**src/rtl/pokemon_gfx_pkg.sv**
```systemverilog
// Shared graphics constants and types for the framebuffer/character RAM path.
// Also holds the screen-clipping and framebuffer-indexing helpers used by the blitter.
package pokemon_gfx_pkg;

    localparam int SPR_W    = 16;
    localparam int SPR_H    = 16;
    localparam int SCREEN_W = 240;
    localparam int SCREEN_H = 160;
    localparam int COL_W    = $clog2(SPR_W);
    localparam int ROW_W    = $clog2(SPR_H);
    localparam int CHAR_AW  = 19;
    localparam int FB_AW    = 19;
    localparam int CRD_W    = 11;

    typedef logic [23:0]       rgb_t;
    typedef logic [FB_AW-1:0]  fb_addr_t;

    localparam rgb_t TRANSPARENT = 24'hFF00FF;

    typedef enum logic [1:0] {
        DOWN  = 2'd0,
        UP    = 2'd1,
        LEFT  = 2'd2,
        RIGHT = 2'd3
    } dir_t;

    typedef enum logic [1:0] {
        S_IDLE,
        S_BLIT,
        S_DRAIN
    } blit_state_t;

    function automatic logic on_screen(input logic signed [CRD_W-1:0] x,
                                       input logic signed [CRD_W-1:0] y);
        return !x[CRD_W-1] && (x < CRD_W'(SCREEN_W)) &&
               !y[CRD_W-1] && (y < CRD_W'(SCREEN_H));
    endfunction

    // Only meaningful for on-screen coordinates; the result is ignored otherwise.
    function automatic fb_addr_t fb_index(input logic signed [CRD_W-1:0] x,
                                          input logic signed [CRD_W-1:0] y);
        return fb_addr_t'($unsigned(y)) * fb_addr_t'(SCREEN_W) + fb_addr_t'($unsigned(x));
    endfunction

endpackage

```
**src/rtl/blit_coord_gen.sv**
```systemverilog
// Raster walker over one sprite frame: col/row counters, last-pixel flag and
// the character RAM address of the current pixel.
module blit_coord_gen
    import pokemon_gfx_pkg::*;
(
    input  logic               Clk,
    input  logic               Reset_n,
    input  logic               clear,
    input  logic               adv,
    input  dir_t               dir,
    output logic [COL_W-1:0]   col,
    output logic [ROW_W-1:0]   row,
    output logic               last,
    output logic [CHAR_AW-1:0] char_addr
);

    localparam logic [COL_W-1:0] COL_LAST = COL_W'(SPR_W - 1);
    localparam logic [ROW_W-1:0] ROW_LAST = ROW_W'(SPR_H - 1);

    always_ff @(posedge Clk or negedge Reset_n) begin
        if (!Reset_n) begin
            col <= '0;
            row <= '0;
        end else if (clear) begin
            col <= '0;
            row <= '0;
        end else if (adv) begin
            if (col == COL_LAST) begin
                col <= '0;
                row <= row + 1'b1;
            end else begin
                col <= col + 1'b1;
            end
        end
    end

    assign last      = (col == COL_LAST) && (row == ROW_LAST);
    assign char_addr = CHAR_AW'(dir) * CHAR_AW'(SPR_W * SPR_H)
                     + CHAR_AW'(row) * CHAR_AW'(SPR_W)
                     + CHAR_AW'(col);

endmodule

```
**src/rtl/sprite_blitter.sv**
```systemverilog
// Copies one sprite frame from character RAM into the framebuffer, one pixel per
// clock, skipping the transparent key and clipping anything outside the screen.
module sprite_blitter
    import pokemon_gfx_pkg::*;
(
    input  logic               Clk,
    input  logic               Reset_n,
    input  logic               start,
    input  logic signed [9:0]  spr_x,
    input  logic signed [9:0]  spr_y,
    input  logic [1:0]         playerDir,
    output logic               busy,
    output logic               done,
    output logic [CHAR_AW-1:0] Char_addr,
    input  rgb_t               Char_data,
    output fb_addr_t           FB_addr,
    output rgb_t               FB_data,
    output logic               FB_we
);

    blit_state_t             state;
    logic                    drain_cnt;
    logic signed [9:0]       x_lat;
    logic signed [9:0]       y_lat;
    dir_t                    dir_lat;
    logic [COL_W-1:0]        col;
    logic [ROW_W-1:0]        row;
    logic                    last;
    logic [CHAR_AW-1:0]      char_addr_c;
    logic signed [CRD_W-1:0] sx;
    logic signed [CRD_W-1:0] sy;
    logic                    accept;
    logic                    wr_ok;

    logic                    vld_p1, on_p1;
    fb_addr_t                addr_p1;
    logic                    vld_p2, on_p2;
    fb_addr_t                addr_p2;

    assign accept = (state == S_IDLE) && start;

    blit_coord_gen u_coord (
        .Clk       (Clk),
        .Reset_n   (Reset_n),
        .clear     (accept),
        .adv       (state == S_BLIT),
        .dir       (dir_lat),
        .col       (col),
        .row       (row),
        .last      (last),
        .char_addr (char_addr_c)
    );

    assign sx    = {x_lat[9], x_lat} + CRD_W'(col);
    assign sy    = {y_lat[9], y_lat} + CRD_W'(row);
    assign wr_ok = vld_p2 && on_p2 && (Char_data != TRANSPARENT);

    // busy/done lag the state by one clock so busy covers the final write slot
    // while a new start can already be taken in the first IDLE cycle.
    always_ff @(posedge Clk or negedge Reset_n) begin
        if (!Reset_n) begin
            state     <= S_IDLE;
            drain_cnt <= 1'b0;
            busy      <= 1'b0;
            done      <= 1'b0;
            Char_addr <= '0;
            vld_p1    <= 1'b0;
            vld_p2    <= 1'b0;
            FB_we     <= 1'b0;
            FB_addr   <= '0;
            FB_data   <= '0;
        end else begin
            busy <= (state != S_IDLE);
            done <= (state == S_IDLE) && busy;

            // stage 1: character RAM read issued with its screen metadata
            vld_p1 <= (state == S_BLIT);
            if (state == S_BLIT) Char_addr <= char_addr_c;

            // stage 2: metadata aligned with returning Char_data
            vld_p2 <= vld_p1;

            // write stage
            FB_we <= wr_ok;
            if (wr_ok) begin
                FB_addr <= addr_p2;
                FB_data <= Char_data;
            end

            case (state)
                S_IDLE: begin
                    if (start) state <= S_BLIT;
                end
                S_BLIT: begin
                    if (last) begin
                        state     <= S_DRAIN;
                        drain_cnt <= 1'b0;
                    end
                end
                S_DRAIN: begin
                    drain_cnt <= ~drain_cnt;
                    if (drain_cnt) state <= S_IDLE;
                end
                default: state <= S_IDLE;
            endcase
        end
    end

    always_ff @(posedge Clk) begin
        if (accept) begin
            x_lat   <= spr_x;
            y_lat   <= spr_y;
            dir_lat <= dir_t'(playerDir);
        end
        on_p1   <= on_screen(sx, sy);
        addr_p1 <= fb_index(sx, sy);
        on_p2   <= on_p1;
        addr_p2 <= addr_p1;
    end

endmodule

```
**config.mk**
```make
export PLATFORM = sky130hd
export DESIGN_NAME = sprite_blitter
export DESIGN_NICKNAME = d
export VERILOG_FILES = /design/src/rtl/pokemon_gfx_pkg.sv /design/src/rtl/blit_coord_gen.sv /design/src/rtl/sprite_blitter.sv
export SDC_FILE = /design/constraint.sdc
export NUM_CORES = 1
export LEC_CHECK = 0
export CORE_AREA = 3 3 116 118
export CTS_BUF_LIST = sky130_fd_sc_hd__clkbuf_16
export DETAILED_ROUTE_END_ITERATION = 16
export DIE_AREA = 0 0 119 121
export PLACE_DENSITY = 0.79
export SLEW_MARGIN = 40
export SYNTH_ARGS = -nofsm -noshare
export SYNTH_HDL_FRONTEND = slang
export SYNTH_SLANG_ARGS = --single-unit
```
**constraint.sdc**
```tcl
create_clock -name Clk -period 7.3 [get_ports Clk]
set_input_delay 1.095 -clock Clk [delete_from_list [all_inputs] [get_ports Clk]]
set_output_delay 1.095 -clock Clk [all_outputs]
set_load 0.02 [all_outputs]
```
==> results.sh <==
export IMPL_synth_fa_ha_area_share_pct=13.5
export IMPL_worstSetupEndpointType="flop"
export IMPL_worst_pin_slew_ns=0.784
export IMPL_syn2layout_area_growth_pct=26.9
export IMPL_numClockSinks=131
export IMPL_finalWirelength_um=12400
export IMPL_layout_min_cycle_time_ns=5.81
export IMPL_drt_first_pass_iters=4
export IMPL_critPathTopFamily="adder cells"
export IMPL_critPathKind="flop to flop"
export IMPL_synth_xor_area_share_pct=5.70
export IMPL_drv_cap=0
export IMPL_clk_latency_ns=0.42
export IMPL_ant_nets=0
export IMPL_yosysTopAreaCell="dfrtp_1"
export IMPL_rsz0062_at_grt="false"
export IMPL_grt_overflow=0
export IMPL_hold_end="addr_p2[1]"
export IMPL_synth_edf_count=22
export IMPL_fmaxAchievable_mhz=172
export IMPL_grt_max_degree=70
export IMPL_final_setup_tns_ns=0
export IMPL_crit_chain="ha_1 -> fa_1 -> a21o_1 -> a21oi_1 -> and3b_1 -> xnor2_1 -> inv_1 -> fa_1 -> inv_1 -> fa_1 -> inv_1 -> ha_1 -> a21oi_1 -> o221ai_1 -> a211oi_1 -> nand3_1 -> nor3_1 -> xnor2_1"
export IMPL_clk_pin_slew_ns=0.05
export IMPL_die_area_um2=14400
export IMPL_synth_top_area_share_pct=26.2
export IMPL_dieWidth_um=119
export IMPL_hold_depth=0
export IMPL_p_per_area_nw_per_um2=397
export IMPL_clock_path_buffers=2
export IMPL_max_stage_delay_ns=0.62
export IMPL_core_um2=12600
export IMPL_synth_common_cells="dfrtp_1 (69), inv_1 (62), nand2_1 (60)"
export IMPL_synth_simple_area_share_pct=9.61
export IMPL_cts_setup_buffers=0
export IMPL_hold_viol=0
export IMPL_synth_compound_area_share_pct=7.54
export IMPL_cts_tree="yes"
export IMPL_nets=783
export IMPL_vias=4290
export IMPL_status="finished, final reports clean"
export IMPL_netlist_area_um2=6590
export IMPL_critPathLaunchType="flop"
export IMPL_htreeDepth=4
export IMPL_via_per_inst=4.99
export IMPL_setup_ws_ns=1.49
export IMPL_drc=0
export IMPL_leakage_nw=3.78
export IMPL_initial_core_util_pct=52.4
export IMPL_track_usage_pct=18.0
export IMPL_hold_path_class="flop to flop"
export IMPL_skew_ns=0.0135
export IMPL_clockRootBuffer="clkbuf_16"
export IMPL_die_h_um=121
export IMPL_arrival_ns=6.16
export IMPL_setup_viol=0
export IMPL_max_slew_margin_rel_pct=47.4
export IMPL_dp_hpwl_um=9060
export IMPL_cp_slowest_cell="xnor2_1"
export IMPL_rows=41
export IMPL_drtIter0Drc=193
export IMPL_cts_resized=0
export IMPL_rr_startpoint="u_coord.row[0]"
export IMPL_wl_per_cell_um=14.4
export IMPL_io_buffers=104
export IMPL_num_antenna_cells=0
export IMPL_grt_pass1_vias=4393
export IMPL_reg2reg_depth=18
export IMPL_cp_required_ns=7.64
export IMPL_drive_gt1_share_pct=12.1
export IMPL_io_pins=114
export IMPL_routabilityCongestion=0.790
export IMPL_crit_fanout=7
export IMPL_hp_start="addr_p1[1]"
export IMPL_report_final_slew_viol_count=0
export IMPL_synth_seq_cells=131
export IMPL_synth_async_reset_ratio_pct=52.7
export IMPL_fin_crit_sh_pct=79.6
export IMPL_synth_most_common_cell="dfrtp_1"
export IMPL_regToRegEndpoint="addr_p1[17]"
export IMPL_place_ws_ns=1.51
export IMPL_peakVddDrop_uv=240
export IMPL_hold_buffers=0
export IMPL_synth_top_family_by_area="adder cells"
export IMPL_synth_cells=558
export IMPL_critPathBufInv=3
export IMPL_seq_area_frac_synth_pct=48.4
export IMPL_synthMuxAreaShare_pct=9.73
export IMPL_synth_area_leaders="dfrtp_1 (26%), dfxtp_1 (12%), edfxtp_1 (10%)"
export IMPL_cts_made_buffers=17
export IMPL_reg2reg_slack_ns=1.49
export IMPL_antenna_found_initial=0
export IMPL_ys_types=62
export IMPL_synth_flop_cell="dfrtp_1"
export IMPL_fillers=921
export IMPL_syn_area_per_cell_um2=11.8
export IMPL_yosys_warnings=0
export IMPL_grt_pass1_wl_um=20800
## where the power goes
part	total, W	switching, W	internal [W]
clock network	0.000820	0.000293	0.000527
registers	0.00105	0.0000910	0.000958
logic	0.00145	0.000756	0.000696
total	0.00332	0.00114	0.00218
## worst max-delay path by stage
stage / startpoint / to / slack, ns / cells after the start
floorplan: u_coord.row[0] / addr_p1[18] / 2.03 / 18
global placement: u_coord.row[0] / addr_p1[18] / 1.77 / 18
detailed placement: u_coord.row[0] / addr_p1[17] / 1.51 / 18
CTS: u_coord.row[0] / addr_p1[17] / 1.45 / 18
global route: u_coord.row[0] / addr_p1[18] / 0.97 / 18
finish: u_coord.row[0] / addr_p1[17] / 1.49 / 18
## flip-flops by register name (all words and copies together) (netlist names), 2 cells and up
signal	flops
addr_p1	19
state	2
FB_addr	19
addr_p2	19
u_coord.row	4
x_lat	10
dir_lat	2
y_lat	10
u_coord.col	4
Char_addr	10
FB_data	24
## layout by cell type, fill, tap and decap left out, types with 3 or more instances in the layout
cell / netlist / final
clkdlybuf4s50_1: 0 / 103
dfrtp_1: 69 / 69
inv_1: 62 / 63
nand2_1: 60 / 60
ha_1: 40 / 40
dfxtp_1: 40 / 40
mux2_4: 39 / 39
xnor2_1: 30 / 30
nor2_1: 23 / 23
clkbuf_16: 0 / 22
edfxtp_1: 22 / 22
fa_1: 19 / 19
o21ai_0: 18 / 17
a21oi_1: 16 / 16
nand3_1: 12 / 12
xor2_1: 11 / 11
conb_1: 1 / 9
a21o_1: 7 / 7
nand4_1: 7 / 7
nor2b_1: 5 / 5
and3_1: 4 / 4
a211oi_1: 4 / 4
mux2_2: 4 / 4
clkinv_2: 0 / 4
o21a_1: 3 / 3
inv_2: 0 / 3
## worst register-to-register path, cell delays in order (launching register included)
cell,delay (ns)
dfrtp_1,0.44
ha_1,0.24
fa_1,0.42
a21o_1,0.20
a21oi_1,0.29
and3b_1,0.23
xnor2_1,0.62
inv_1,0.16
fa_1,0.57
inv_1,0.06
fa_1,0.52
inv_1,0.04
ha_1,0.37
a21oi_1,0.44
o221ai_1,0.22
a211oi_1,0.35
nand3_1,0.15
nor3_1,0.26
xnor2_1,0.14
## metal layers
layer  vias to the layer above  track usage, %  part of all wire [%]
met3                        14            5.41                   5.2
li1                       2110               -                     -
met5                         -               0                     0
met1                      2045            22.9                    45
met2                       121            29.7                    49
met4                         0            5.94                   1.1
## through the flow
step | hold WS (ns) | instances | power, W | instance area (µm²) | util [%]
after floorplan | 0.310 | 566 | 0.00211 | 6620 | -
after global placement | 0.310 | 828 | 0.00245 | 7760 | 61.7
after detailed placement | 0.312 | 828 | 0.00250 | 7760 | 61.7
after CTS | 0.324 | 860 | 0.00335 | 8350 | 66.5
after global routing | 0.326 | 860 | 0.00356 | 8360 | 66.5
final | 0.325 | 860 | 0.00332 | 8360 | 66.5
## final cells by class
type                       count  area (µm²)  area share, %
clock buffer                  22         551           6.59
tap                          172         215           2.58
timing repair buffer         106        1050           12.6
clock inverter                10        45.0          0.539
multi-input combinational    357        3070           36.7
inverter                      62         233           2.78
sequential                   131        3190           38.1
## logic make-up (layout without fill, tap and decap cells)
| family | count (synthesis) | after routing |
|---|---|---|
| AOI/OAI and AO/OA | 72 | 72 |
| buffers and inverters | 78 | 200 |
| DFF | 131 | 131 |
| adders and majority gates | 60 | 60 |
| xor gates and xnor gates | 42 | 42 |
| muxes | 44 | 44 |
| other | 1 | 9 |
| and+or+nand+nor | 130 | 130 |
Power figures use the tool's default switching activity.
